File: src/rtl/sdram_bus_bridge.sv
// Bridges the 32-bit PicoRV32 native bus to the 16-bit sdram_controller host port.
// Each CPU word becomes up to two halfword commands; partial halves use read-modify-write.
module sdram_bus_bridge #(
  parameter int ADDR_WIDTH = 22
) (
  input  logic                  clk_sys,
  input  logic                  reset_n,
  input  logic                  sel,
  input  logic [31:0]           mem_addr,
  input  logic [31:0]           mem_wdata,
  input  logic [3:0]            mem_wstrb,
  output logic                  mem_ready,
  output logic [31:0]           mem_rdata,
  output logic [ADDR_WIDTH-1:0] sd_wr_addr,
  output logic [15:0]           sd_wr_data,
  output logic                  sd_wr_enable,
  output logic [ADDR_WIDTH-1:0] sd_rd_addr,
  output logic                  sd_rd_enable,
  input  logic [15:0]           sd_rd_data,
  input  logic                  sd_rd_ready,
  input  logic                  sd_busy
);

  typedef enum logic [2:0] {
    S_IDLE, S_RD_ISSUE, S_RD_WAIT, S_WR_ISSUE, S_WR_WAIT, S_DONE
  } state_t;

  typedef enum logic [1:0] {
    ACT_SKIP, ACT_READ, ACT_WRITE, ACT_MERGE
  } act_t;

  // A zero strobe word is a read of both halves; otherwise each half is judged on its own strobes.
  function automatic act_t half_action(input logic [3:0] strb, input logic half);
    logic [1:0] s;
    s = half ? strb[3:2] : strb[1:0];
    if (strb == 4'b0000) return ACT_READ;
    case (s)
      2'b11:   return ACT_WRITE;
      2'b00:   return ACT_SKIP;
      default: return ACT_MERGE;
    endcase
  endfunction

  function automatic state_t first_state(input act_t act);
    return (act == ACT_WRITE) ? S_WR_ISSUE : S_RD_ISSUE;
  endfunction

  state_t                state_q, state_d;
  logic                  half_q, half_d;
  logic [ADDR_WIDTH-2:0] word_q, word_d;
  logic [31:0]           wdata_q, wdata_d;
  logic [3:0]            wstrb_q, wstrb_d;
  logic [15:0]           buf0_q, buf0_d;
  logic [15:0]           buf1_q, buf1_d;
  logic                  wr_first_q, wr_first_d;

  act_t        act_cur, act_hi, act_in0, act_in1;
  logic [15:0] cur_buf, cur_wd;
  logic [1:0]  cur_st;

  // Address bits outside the SDRAM window and the byte offset are intentionally ignored.
  logic unused_addr_bits;
  assign unused_addr_bits = ^{mem_addr[31:ADDR_WIDTH+1], mem_addr[1:0]};

  assign act_cur = half_action(wstrb_q, half_q);
  assign act_hi  = half_action(wstrb_q, 1'b1);
  assign act_in0 = half_action(mem_wstrb, 1'b0);
  assign act_in1 = half_action(mem_wstrb, 1'b1);

  assign cur_buf = half_q ? buf1_q : buf0_q;
  assign cur_wd  = half_q ? wdata_q[31:16] : wdata_q[15:0];
  assign cur_st  = half_q ? wstrb_q[3:2] : wstrb_q[1:0];

  // Strobed bytes come from the CPU, the rest from the halfword just read back.
  assign sd_wr_data = {cur_st[1] ? cur_wd[15:8] : cur_buf[15:8],
                       cur_st[0] ? cur_wd[7:0]  : cur_buf[7:0]};
  assign sd_wr_addr = {word_q, half_q};
  assign sd_rd_addr = {word_q, half_q};

  // NOTE: async active-low reset; every register, including the data buffers, is
  // cleared so combinational outputs derived from them read 0 while reset is held.
  always_ff @(posedge clk_sys or negedge reset_n) begin
    if (!reset_n) begin
      state_q    <= S_IDLE;
      half_q     <= 1'b0;
      word_q     <= '0;
      wdata_q    <= '0;
      wstrb_q    <= '0;
      buf0_q     <= '0;
      buf1_q     <= '0;
      wr_first_q <= 1'b0;
    end else begin
      // NOTE: non-blocking assignments so all state updates appear simultaneously at the edge.
      state_q    <= state_d;
      half_q     <= half_d;
      word_q     <= word_d;
      wdata_q    <= wdata_d;
      wstrb_q    <= wstrb_d;
      buf0_q     <= buf0_d;
      buf1_q     <= buf1_d;
      wr_first_q <= wr_first_d;
    end
  end

  always_comb begin
    // NOTE: every signal written here gets a default first, so no path can infer a latch.
    state_d      = state_q;
    half_d       = half_q;
    word_d       = word_q;
    wdata_d      = wdata_q;
    wstrb_d      = wstrb_q;
    buf0_d       = buf0_q;
    buf1_d       = buf1_q;
    wr_first_d   = wr_first_q;
    sd_rd_enable = 1'b0;
    sd_wr_enable = 1'b0;
    mem_ready    = 1'b0;
    mem_rdata    = '0;

    case (state_q)
      S_IDLE: begin
        if (sel) begin
          word_d  = mem_addr[ADDR_WIDTH:2];
          wdata_d = mem_wdata;
          wstrb_d = mem_wstrb;
          buf0_d  = '0;
          buf1_d  = '0;
          if (act_in0 != ACT_SKIP) begin
            half_d  = 1'b0;
            state_d = first_state(act_in0);
          end else begin
            half_d  = 1'b1;
            state_d = first_state(act_in1);
          end
        end
      end

      S_RD_ISSUE: begin
        if (!sel) begin
          state_d = S_IDLE;
        end else if (!sd_busy) begin
          sd_rd_enable = 1'b1;
          state_d      = S_RD_WAIT;
        end
      end

      S_RD_WAIT: begin
        // The accepted read always runs to completion, even if the CPU has gone away.
        if (sd_rd_ready) begin
          if (half_q) buf1_d = sd_rd_data;
          else        buf0_d = sd_rd_data;
          if (!sel) begin
            state_d = S_IDLE;
          end else if (act_cur == ACT_MERGE) begin
            state_d = S_WR_ISSUE;
          end else if (!half_q && act_hi != ACT_SKIP) begin
            half_d  = 1'b1;
            state_d = first_state(act_hi);
          end else begin
            state_d = S_DONE;
          end
        end
      end

      S_WR_ISSUE: begin
        if (!sel) begin
          state_d = S_IDLE;
        end else if (!sd_busy) begin
          sd_wr_enable = 1'b1;
          wr_first_d   = 1'b1;
          state_d      = S_WR_WAIT;
        end
      end

      S_WR_WAIT: begin
        // The controller raises busy one cycle after acceptance, so the first cycle is blind.
        wr_first_d = 1'b0;
        if (!wr_first_q && !sd_busy) begin
          if (!sel) begin
            state_d = S_IDLE;
          end else if (!half_q && act_hi != ACT_SKIP) begin
            half_d  = 1'b1;
            state_d = first_state(act_hi);
          end else begin
            state_d = S_DONE;
          end
        end
      end

      S_DONE: begin
        mem_ready = 1'b1;
        if (wstrb_q == 4'b0000) mem_rdata = {buf1_q, buf0_q};
        state_d = S_IDLE;
      end

      default: state_d = S_IDLE;
    endcase
  end

endmodule

File: config.mk
export PLATFORM = sky130hd
export DESIGN_NAME = sdram_bus_bridge
export DESIGN_NICKNAME = d
export VERILOG_FILES = /design/src/rtl/sdram_bus_bridge.sv
export SDC_FILE = /design/constraint.sdc
export NUM_CORES = 1
export LEC_CHECK = 0
export CAP_MARGIN = 20
export CORE_MARGIN = 2
export CORE_UTILIZATION = 45
export DETAILED_ROUTE_END_ITERATION = 8
export PLACE_DENSITY = 0.85
export SKIP_CTS_REPAIR_TIMING = 1
export SYNTH_ARGS = -nofsm -noshare
export SYNTH_HDL_FRONTEND = slang
export SYNTH_SLANG_ARGS = --single-unit
File: constraint.sdc
create_clock -name clk_sys -period 4.3 [get_ports clk_sys]
set_input_delay 0.86 -clock clk_sys [delete_from_list [all_inputs] [get_ports clk_sys]]
set_output_delay 0.86 -clock clk_sys [all_outputs]
set_load 0.005 [all_outputs]
==> impl_metrics.py <==
metrics = {
    "run_status": {
        "status": "finished clean",
    },
    "floorplanning": {
        "ios": 184,
        "core_um2": 10300,
        "die_y_um": 107,
        "initial_core_util": 0.462,
        "num_rows": 37,
        "die_x_um": 107,
        "die-area_um2": 11400,
    },
    "layout": {
        "nFillCells": 818,
        "mostFrequentLayoutCells": "clkdlybuf4s50_1, dfrtp_1, mux2_2, nand2_1, and2_1",
        "drive_gt1_frac": 0.157,
        "final_common_cell": "clkdlybuf4s50_1",
        "seq_area_um2": 2350,
        "multi_input_area_um2": 2060,
        "fin_nets": 671,
        "syn2layout_area_growth_pct": 38.6,
        "diodes": 0,
    },
    "place": {
        "dp_worst_setup_slack_ns": 0.946,
        "place_congestion": 0.860,
        "numPortBuffers": 172,
        "dp.final_hpwl_mm": 9.20,
    },
    "logic_synthesis": {
        "syn_area_per_cell_um2": 10.7,
        "ys_ff_latch": 94,
        "yosys_warnings": 0,
        "ys_types": 39,
        "postSynthCellCount": 444,
        "synth_async_sr_flop_share": 1.00,
        "synth.area.top_cells": "dfrtp_1, mux2_2, and2_1",
        "synth-main-ff-cell": "dfrtp_1",
        "netlist_area_um2": 4750,
        "synth_top_area_cell": "dfrtp_1",
        "synth_edf_count": 0,
        "yosysSeqAreaShare": 0.496,
        "synth_top_cell_area_share": 0.496,
        "syn_nets": 533,
    },
    "critical_path": {
        "reg2reg_slack_ns": 2.16,
        "arrival_ns": 2.78,
        "crit_path_end_kind": "primary output",
        "worstSetupPathType": "flop to primary output",
        "crit_required_ns": 3.44,
        "cp-start-kind": "flop",
        "worst-path-max-fanout": 16,
    },
    "timing": {
        "slew_headroom": 0.420,
        "finalCritPeriodShare": 0.846,
        "layout_min_cycle_time_ns": 3.64,
        "fin_tns_setup_ns": 0,
        "rsz0062_at_grt": "false",
        "timing.fmax_mhz": 275,
        "tightest_slew_ns": 0.870,
        "setup_violations": 0,
        "hold_viol_final": 0,
        "drv_slew": 0,
        "clock_skew_ns": 0.00900,
        "fin_ws_ns": 0.662,
    },
    "drt": {
        "vias": 3751,
        "drc": 0,
        "wl_mm": 12.4,
        "dr.first_iter.drc_count": 180,
        "wl_per_cell_um": 17.2,
        "ant_nets": 0,
        "drt-pass1-iter-count": 5,
        "avgViaCountPerCell": 5.19,
    },
    "power_and_ir_drop": {
        "seq_power_share": 0.398,
        "clockPowerShare": 0.135,
        "switching_share": 0.359,
        "p_leak_uw": 0.00266,
        "comb_power_share": 0.467,
        "p_sw_uw": 1590,
        "p_int_uw": 2850,
        "peakVddDrop_uv": 316,
        "power_density_nw_per_um2": 675,
    },
    "grt": {
        "overflow": 0,
        "grt_start_max_net_pins": 69,
        "grt_pass1_vias": 3940,
        "use_met3": 0.0419,
        "globalRouteMet2Util": 0.382,
        "antenna_found_initial": 0,
        "grt_util_met1": 0.277,
        "grt_most_used_layer": "met2",
        "track_usage": 0.225,
        "grt_pass1_wl_mm": 19.9,
    },
    "clocking": {
        "cts_made_buffers": 9,
        "clock_path_buffers": 2,
        "clk_pin_slew_ns": 0.10,
        "h-tree-depth": 3,
        "cts_tree": "done",
        "clock-sinks": 94,
        "clk_root_buffer_cell": "clkbuf_8",
        "clk_latency_ns": 0.36,
    },
    "hold_path": {
        "holdCritPathClass": "flop to flop",
    },
    "flow_run": {
        "maxCapViolCount": 0,
    },
}
==> Yosys cell counts (2+ instances only) <==
library cell,number
a2111oi_0,2
or2_2,2
o21bai_1,2
a31oi_1,3
a32o_1,2
mux2i_1,17
xor2_1,2
buf_6,2
o21ai_0,31
o31ai_1,2
nor2b_1,19
o21ai_1,8
nor4_1,2
clkbuf_2,3
a21oi_1,18
and2_1,32
nor3_1,3
nor3b_1,2
nand2b_2,2
buf_2,13
nand2_1,52
inv_1,2
dfrtp_1,94
buf_1,2
buf_4,26
nor2_1,8
clkbuf_1,7
a211oi_1,19
mux2_2,57
==> stage by stage <==
stage / power (uW) / hold WS (ns) / cell area [um^2] / instances / util
floorplan: 2940 / 0.456 / 4750 / 444 / -
global placement: 3780 / 0.469 / 6380 / 707 / 0.621
detailed placement: 3870 / 0.477 / 6380 / 707 / 0.621
CTS: 4470 / 0.500 / 6580 / 723 / 0.640
global route: 4750 / 0.533 / 6580 / 723 / 0.640
finish: 4440 / 0.501 / 6580 / 723 / 0.640
==> power groups by stage <==
stage | Sequential [uW] | Clock (uW) | Combinational (uW)
global placement | 1750 | 0 | 2030
detailed placement | 1780 | 0 | 2080
finish | 1770 | 601 | 2070
floorplan | 1540 | 0 | 1400
global route | 1840 | 654 | 2250
CTS | 1770 | 613 | 2090
==> path summary, 6_finish.rpt <==
kind | startpoint | cells after the start | end
setup reg to reg | half_q | 6 | buf1_q[14]
hold / removal | buf0_q[4] | 2 | buf0_q[4]
setup / recovery | state_q[0] | 6 | mem_rdata[3]
min in group asynchronous | reset_n | 1 | word_q[3]
max in group asynchronous | reset_n | 2 | wdata_q[31]
hold reg to reg | buf0_q[4] | 2 | buf0_q[4]
==> layer usage <==
| layer | share of wire | vias to the layer above |
|---|---|---|
| met2 | 0.50 | 127 |
| li1 | - | 1800 |
| met5 | 0 | - |
| met1 | 0.41 | 1798 |
| met4 | 0.029 | 0 |
| met3 | 0.056 | 26 |
==> state kept, by name, indices dropped and copies added, names as in the netlist <==
signal and count:
buf0_q 16, buf1_q 16, half_q 1, state_q 3
wdata_q 32, word_q 21, wr_first_q 1, wstrb_q 4
==> cell families (layout without fill, tap and decap cells) <==
| family | after synthesis | count (layout) | share of synthesized area |
|---|---|---|---|
| XOR/XNOR | 2 | 2 | 0.00369 |
| AO/OA/AOI/OAI | 89 | 89 | 0.112 |
| AND/OR/NAND/NOR | 129 | 129 | 0.146 |
| buffers and inverters | 56 | 199 | 0.0722 |
| multiplexers | 74 | 74 | 0.171 |
| flip-flops | 94 | 94 | 0.496 |
==> critical path, stage by stage (launching register included) <==
cell             delay [ns]
dfrtp_1                0.73
inv_2                  0.15
nor3b_2                0.30
nor4b_4                0.26
buf_4                  0.25
and2_1                 0.19
clkdlybuf4s50_1        0.53
==> final cells by class <==
cell class / instances / area share
multi-input combinational: 294 / 0.314
clock inverter: 6 / 0.0108
inverter: 3 / 0.00171
timing repair buffer: 180 / 0.271
clock buffer: 10 / 0.0194
sequential: 94 / 0.358
tap: 136 / 0.0259
Power figures use the tool's default switching activity.
==> variant 1: new RTL, same flow settings <==
`wdata_q` no longer has a reset.
--- a/src/rtl/sdram_bus_bridge.sv
+++ b/src/rtl/sdram_bus_bridge.sv
@@ -84,7 +84,6 @@
       state_q    <= S_IDLE;
       half_q     <= 1'b0;
       word_q     <= '0;
-      wdata_q    <= '0;
       wstrb_q    <= '0;
       buf0_q     <= '0;
       buf1_q     <= '0;
@@ -94,12 +93,15 @@
       state_q    <= state_d;
       half_q     <= half_d;
       word_q     <= word_d;
-      wdata_q    <= wdata_d;
       wstrb_q    <= wstrb_d;
       buf0_q     <= buf0_d;
       buf1_q     <= buf1_d;
       wr_first_q <= wr_first_d;
     end
+  end
+
+  always_ff @(posedge clk_sys) begin
+    wdata_q <= wdata_d;
   end
 
   always_comb begin
Formal check against the unedited RTL: same outputs for any inputs over 4 cycles, from zero or initial values and one cycle with reset_n low; that may be too few to reach the edited logic, so the function may still have changed.
==> variant 1 against the original RTL <==
- clock skew up 0.0025 ns
- area after synthesis down 3.1%
- power down 4.1%
- final cell count down 3.0%
- first-iteration DRC count up 5.6%
- sequential cell count unchanged
- worst setup slack worse by 0.19 ns
- final area down 2.1%
- routed wire length down 5.4%
- critical endpoint is now mem_rdata[27]
- largest cell class unchanged
- largest power group unchanged
- highest routed layer unchanged
==> variant 1: results (changes against the original RTL) <==
- Outcome: complete, no violations (unchanged)
- Post-synthesis average cell area: 10.82 um^2 (was 10.69 um^2)
- Fraction of layout cells with a size suffix above 1: 10.56% (was 15.67%)
- Inst Count DP: 684 (was 707)
- R2R Setup Slk: 1.94 ns (was 2.16 ns)
- Fin cells: 701 (was 723)
- Layout Skew: 0.01151 ns (was 0.009004 ns)
- Largest net degree at the start of global routing: 40 (was 69)
- Crit path arrival time: 2.97 ns (was 2.78 ns)
- Worst Hold Depth: 1 (was 2)
- Via count: 3694 (was 3751)
- Syn Nets: 514 (was 533)
- Crit Path Max Fanout: 23 (was 16)
- Final #Nets: 652 (was 671)
- Placed instance area: 6241 um^2 (was 6377 um^2)
- R2R Path End: buf0_q[6] (was buf1_q[14])
- Final WL: 11.78 mm (was 12.45 mm)
- Crit. Startpoint: wstrb_q[0] (was state_q[0])
- Area contributors post-synth: dfrtp_1, edfxtp_1, mux2_2 (was dfrtp_1, mux2_2, and2_1)
- Global-route wire length before repair: 19.10 mm (was 19.93 mm)
- DRT Pass-1 Iters: 5 (unchanged)
- Psw: 1.558 mW (was 1.592 mW)
- Post-synthesis sequential area ratio: 54.62% (was 49.56%)
- Crit share post-route: 89.04% (was 84.60%)
- Dpl hpwl: 8.269 mm (was 9.196 mm)
- Maximum VDD drop: 315.2 uV (was 315.6 uV)
- Vias in the first global route: 3906 (was 3940)
- Synth top cells by count: dfrtp_1, nand2_1, and3_1, edfxtp_1, o21ai_0 (was dfrtp_1, mux2_2, nand2_1)
- Pleak: 2.602 nW (was 2.665 nW)
- Crit path to: mem_rdata[27] (was mem_rdata[3])
- Total track usage: 21.69% (was 22.51%)
- Initial DRC Count: 190 (was 180)
- Place WS: 0.8551 ns (was 0.9460 ns)
- Reg2reg path depth: 4 (was 6)
- CTS Buffer Depth: 2 (unchanged)
- GPL Wtd Cong: 0.8247 (was 0.8599)
- Number of synthesized flops with an enable pin: 32 (was 0)
variant 1: cell type report:
cell class	count	area [um^2]
fillers	760	3423
flip-flops and latches	94	2512
repair buffers	181	1792
multi-input cells	258	1714
well taps	133	166.4
clock buffers	11	152.6
inverters	19	71.32
clock inverters	5	32.53
variant 1: cells by family after synthesis:
| kind of cell | after synthesis | share of synthesized area, % |
|---|---|---|
| XOR/XNOR | 3 | 0.5714 |
| AO/OA/AOI/OAI | 88 | 11.92 |
| buffers and inverters | 73 | 8.487 |
| flip-flops | 94 | 54.62 |
| multiplexers | 42 | 9.929 |
| AND/OR/NAND/NOR | 125 | 14.47 |
variant 1: per-layer routing:
metal	routed length [um]	part of all wire, %	up-vias	global-route usage (%)
li1	-	-	1747	-
met1	4806	41	1804	26.85
met2	6283	53	133	38.78
met3	583	4.9	10	3.493
met4	107	0.91	0	6.667
met5	0	0	-	0
variant 1: how the worst min path moves through the flow:
| stage | from | endpoint | slack, ns |
|---|---|---|---|
| final | wr_first_q | wr_first_q | 0.50 |
| after detailed placement | wr_first_q | wr_first_q | 0.47 |
| after global placement | wr_first_q | wr_first_q | 0.46 |
| after floorplan | wr_first_q | wr_first_q | 0.45 |
| after CTS | wr_first_q | wr_first_q | 0.49 |
| after global routing | buf0_q[13] | buf0_q[13] | 0.54 |
variant 1: power by group through the flow:
stage                     Clock [mW]  Combinational, mW  Sequential [mW]
final                          0.546               1.96             1.75
after global routing           0.599               2.14             1.81
after CTS                      0.558               1.96             1.75
after detailed placement           0               1.95             1.77
after global placement             0               1.89             1.73
after floorplan                    0               1.30             1.51
variant 1: worst max-delay path, cell delays in order, from the launching register on:
cell,delay (ns)
dfrtp_1,0.63
or2_1,0.39
nor3_4,0.64
buf_4,0.28
and3_1,0.17
clkdlybuf4s50_1,0.50
==> variant 2: new RTL, config.mk and constraints unchanged <==
Without the edit above. Set the parameter `ADDR_WIDTH` to 24 (it was 22).
--- a/src/rtl/sdram_bus_bridge.sv
+++ b/src/rtl/sdram_bus_bridge.sv
@@ -1,7 +1,7 @@
 // Bridges the 32-bit PicoRV32 native bus to the 16-bit sdram_controller host port.
 // Each CPU word becomes up to two halfword commands; partial halves use read-modify-write.
 module sdram_bus_bridge #(
-  parameter int ADDR_WIDTH = 22
+  parameter int ADDR_WIDTH = 24
 ) (
   input  logic                  clk_sys,
   input  logic                  reset_n,
Interface: changed (resized sd_rd_addr and sd_wr_addr); port bits go from 184 to 188. No check against the original RTL was run, so the function may have changed too.
==> variant 2 against the original RTL <==
- synthesized cell count grew 1.4%
- clock power shrank 8.8%
- worst setup slack gained 0.012 ns
- power grew 0.98%
- clock skew grew 0.00074 ns
- register-to-register slack gained 0.10 ns
- final area grew 1.5%
- routed wire length shrank 3.7%
- final cell count grew 1.2%
- area after synthesis grew 2.5%
- count of clock-buffer cells in the layout grew 3
- core utilization grew 0.11 points
- sequential cell count grew 2
- combinational power grew 4%
- critical path type unchanged
- largest cell class unchanged
==> variant 2: results (changes against the original RTL) <==
- Final #Nets: 680 (was 671)
- Number of diodes: 0 (unchanged)
- Maximum VDD drop: 434.0 uV (was 315.6 uV)
- Port-buffer cells: 178 (was 172)
- Post-synthesis average cell area: 10.81 um^2 (was 10.69 um^2)
- Max incr delay on CP: 0.71 ns (was 0.73 ns)
- Max-slew headroom: 44.72% (was 41.99%)
- Reg2reg path depth: 4 (was 6)
- Syn Nets: 539 (was 533)
- Adder-Cell Fraction of Synth Area: 0% (unchanged)
- Hold Crit Class: reg -> reg (unchanged)
- FFs w/ async S/R, synth: 100.0% (unchanged)
- Wire per inst: 16.37 um (was 17.22 um)
- Synth Area in XOR/XNOR: 0.3600% (was 0.3691%)
- Fraction of layout cells with a size suffix above 1: 15.10% (was 15.67%)
- CTS Buffer Depth: 2 (unchanged)
- Final WL: 11.99 mm (was 12.45 mm)
- Fillers: 821 (was 818)
- Clock-net power: 0.548 mW (was 0.601 mW)
- Compound-cell area share of the yosys netlist: 10.88% (was 11.15%)
- Yosys warning count: 0 (unchanged)
- GPL Wtd Cong: 0.8352 (was 0.8599)
- Internal power: 2.896 mW (was 2.846 mW)
- Vias in the first global route: 3927 (was 3940)
- Core Util, Final: 64.10% (was 63.99%)
- Crit path arrival time: 2.77 ns (was 2.78 ns)
- Initial DRC Count: 125 (was 180)
- Clock slew at reported path FFs: 0.08 ns (was 0.10 ns)
- Power share of the sequential group: 39.6% (was 39.8%)
- Pleak: 2.713 nW (was 2.665 nW)
- Crit path max-delay family: buffers and inverters (unchanged)
- Initial antenna violation count: 0 (unchanged)
- Top FF cell, synth: dfrtp_1 (unchanged)
- Layout Skew: 0.009748 ns (was 0.009004 ns)
- Crit Path Max Fanout: 32 (was 16)
- Biggest regs: wdata_q (32), word_q (23) (was wdata_q (32), word_q (21))
- Post-synthesis sequential area ratio: 49.37% (was 49.56%)
- Vias/cell: 5.291 (was 5.188)
- Total track usage: 20.92% (was 22.51%)
- Place WS: 0.9404 ns (was 0.9460 ns)
- Root buf cell: clkbuf_8 (unchanged)
- Clk Latency, worst-skew pair: approximately 0.35 ns
- Largest net degree at the start of global routing: 68 (was 69)
- Dpl hpwl: 8.686 mm (was 9.196 mm)
- Clock buffer count from CTS: 9 (unchanged)
- Htree depth: 3 (unchanged)
- Post-synthesis mux area share: 17.15% (was 17.11%)
- Inst Count DP: 716 (was 707)
- Synth cell types: 38 (was 39)
- Synth top cells by count: dfrtp_1, mux2_2, nand2_1 (unchanged)
- Worst Hold Depth: 2 (unchanged)
- Seq group: 1.77 mW (about the same)
- Global-route wire length before repair: 19.13 mm (was 19.93 mm)
- DRT Pass-1 Iters: 5 (unchanged)
- Area contributors post-synth: dfrtp_1, mux2_2, and2_1 (unchanged)
- Outcome: complete, no violations (unchanged)
- CP max-delay cell: dfrtp_1 (unchanged)
- Placed instance area: 6492 um^2 (was 6377 um^2)
## variant 2: worst register-to-register path: cells and delay by family (launching register included)
family	cells	cell delay, ns
AOI/OAI and AO/OA	1	0.19
DFF	1	0.67
and+or+nand+nor	3	1.09
## variant 2: routing by layer
layer,vias to the layer above,wire length (um),GRT usage (%)
li1,1813,-,-
met1,1877,4944,25.59
met2,157,5960,36.48
met3,26,800,3.918
met4,0,280,8.333
met5,-,0,0
## variant 2: worst paths after layout
check                      startpoint  slack [ns]           end
setup / recovery           state_q[0]        0.67  mem_rdata[0]
hold / removal              buf0_q[3]        0.51     buf0_q[3]
setup reg to reg           state_q[1]        2.26     buf0_q[5]
hold reg to reg             buf0_q[3]        0.51     buf0_q[3]
max in group asynchronous     reset_n        2.80   wdata_q[17]
min in group asynchronous     reset_n        0.60    wr_first_q
## variant 2: area by class of cell
type	instances	share of cell area [%]
sequential	96	35.98
tap	136	2.549
inverter	3	0.1687
clock inverter	3	0.2249
clock buffer	13	2.530
timing repair buffer	185	27.44
multi-input combinational	296	31.11
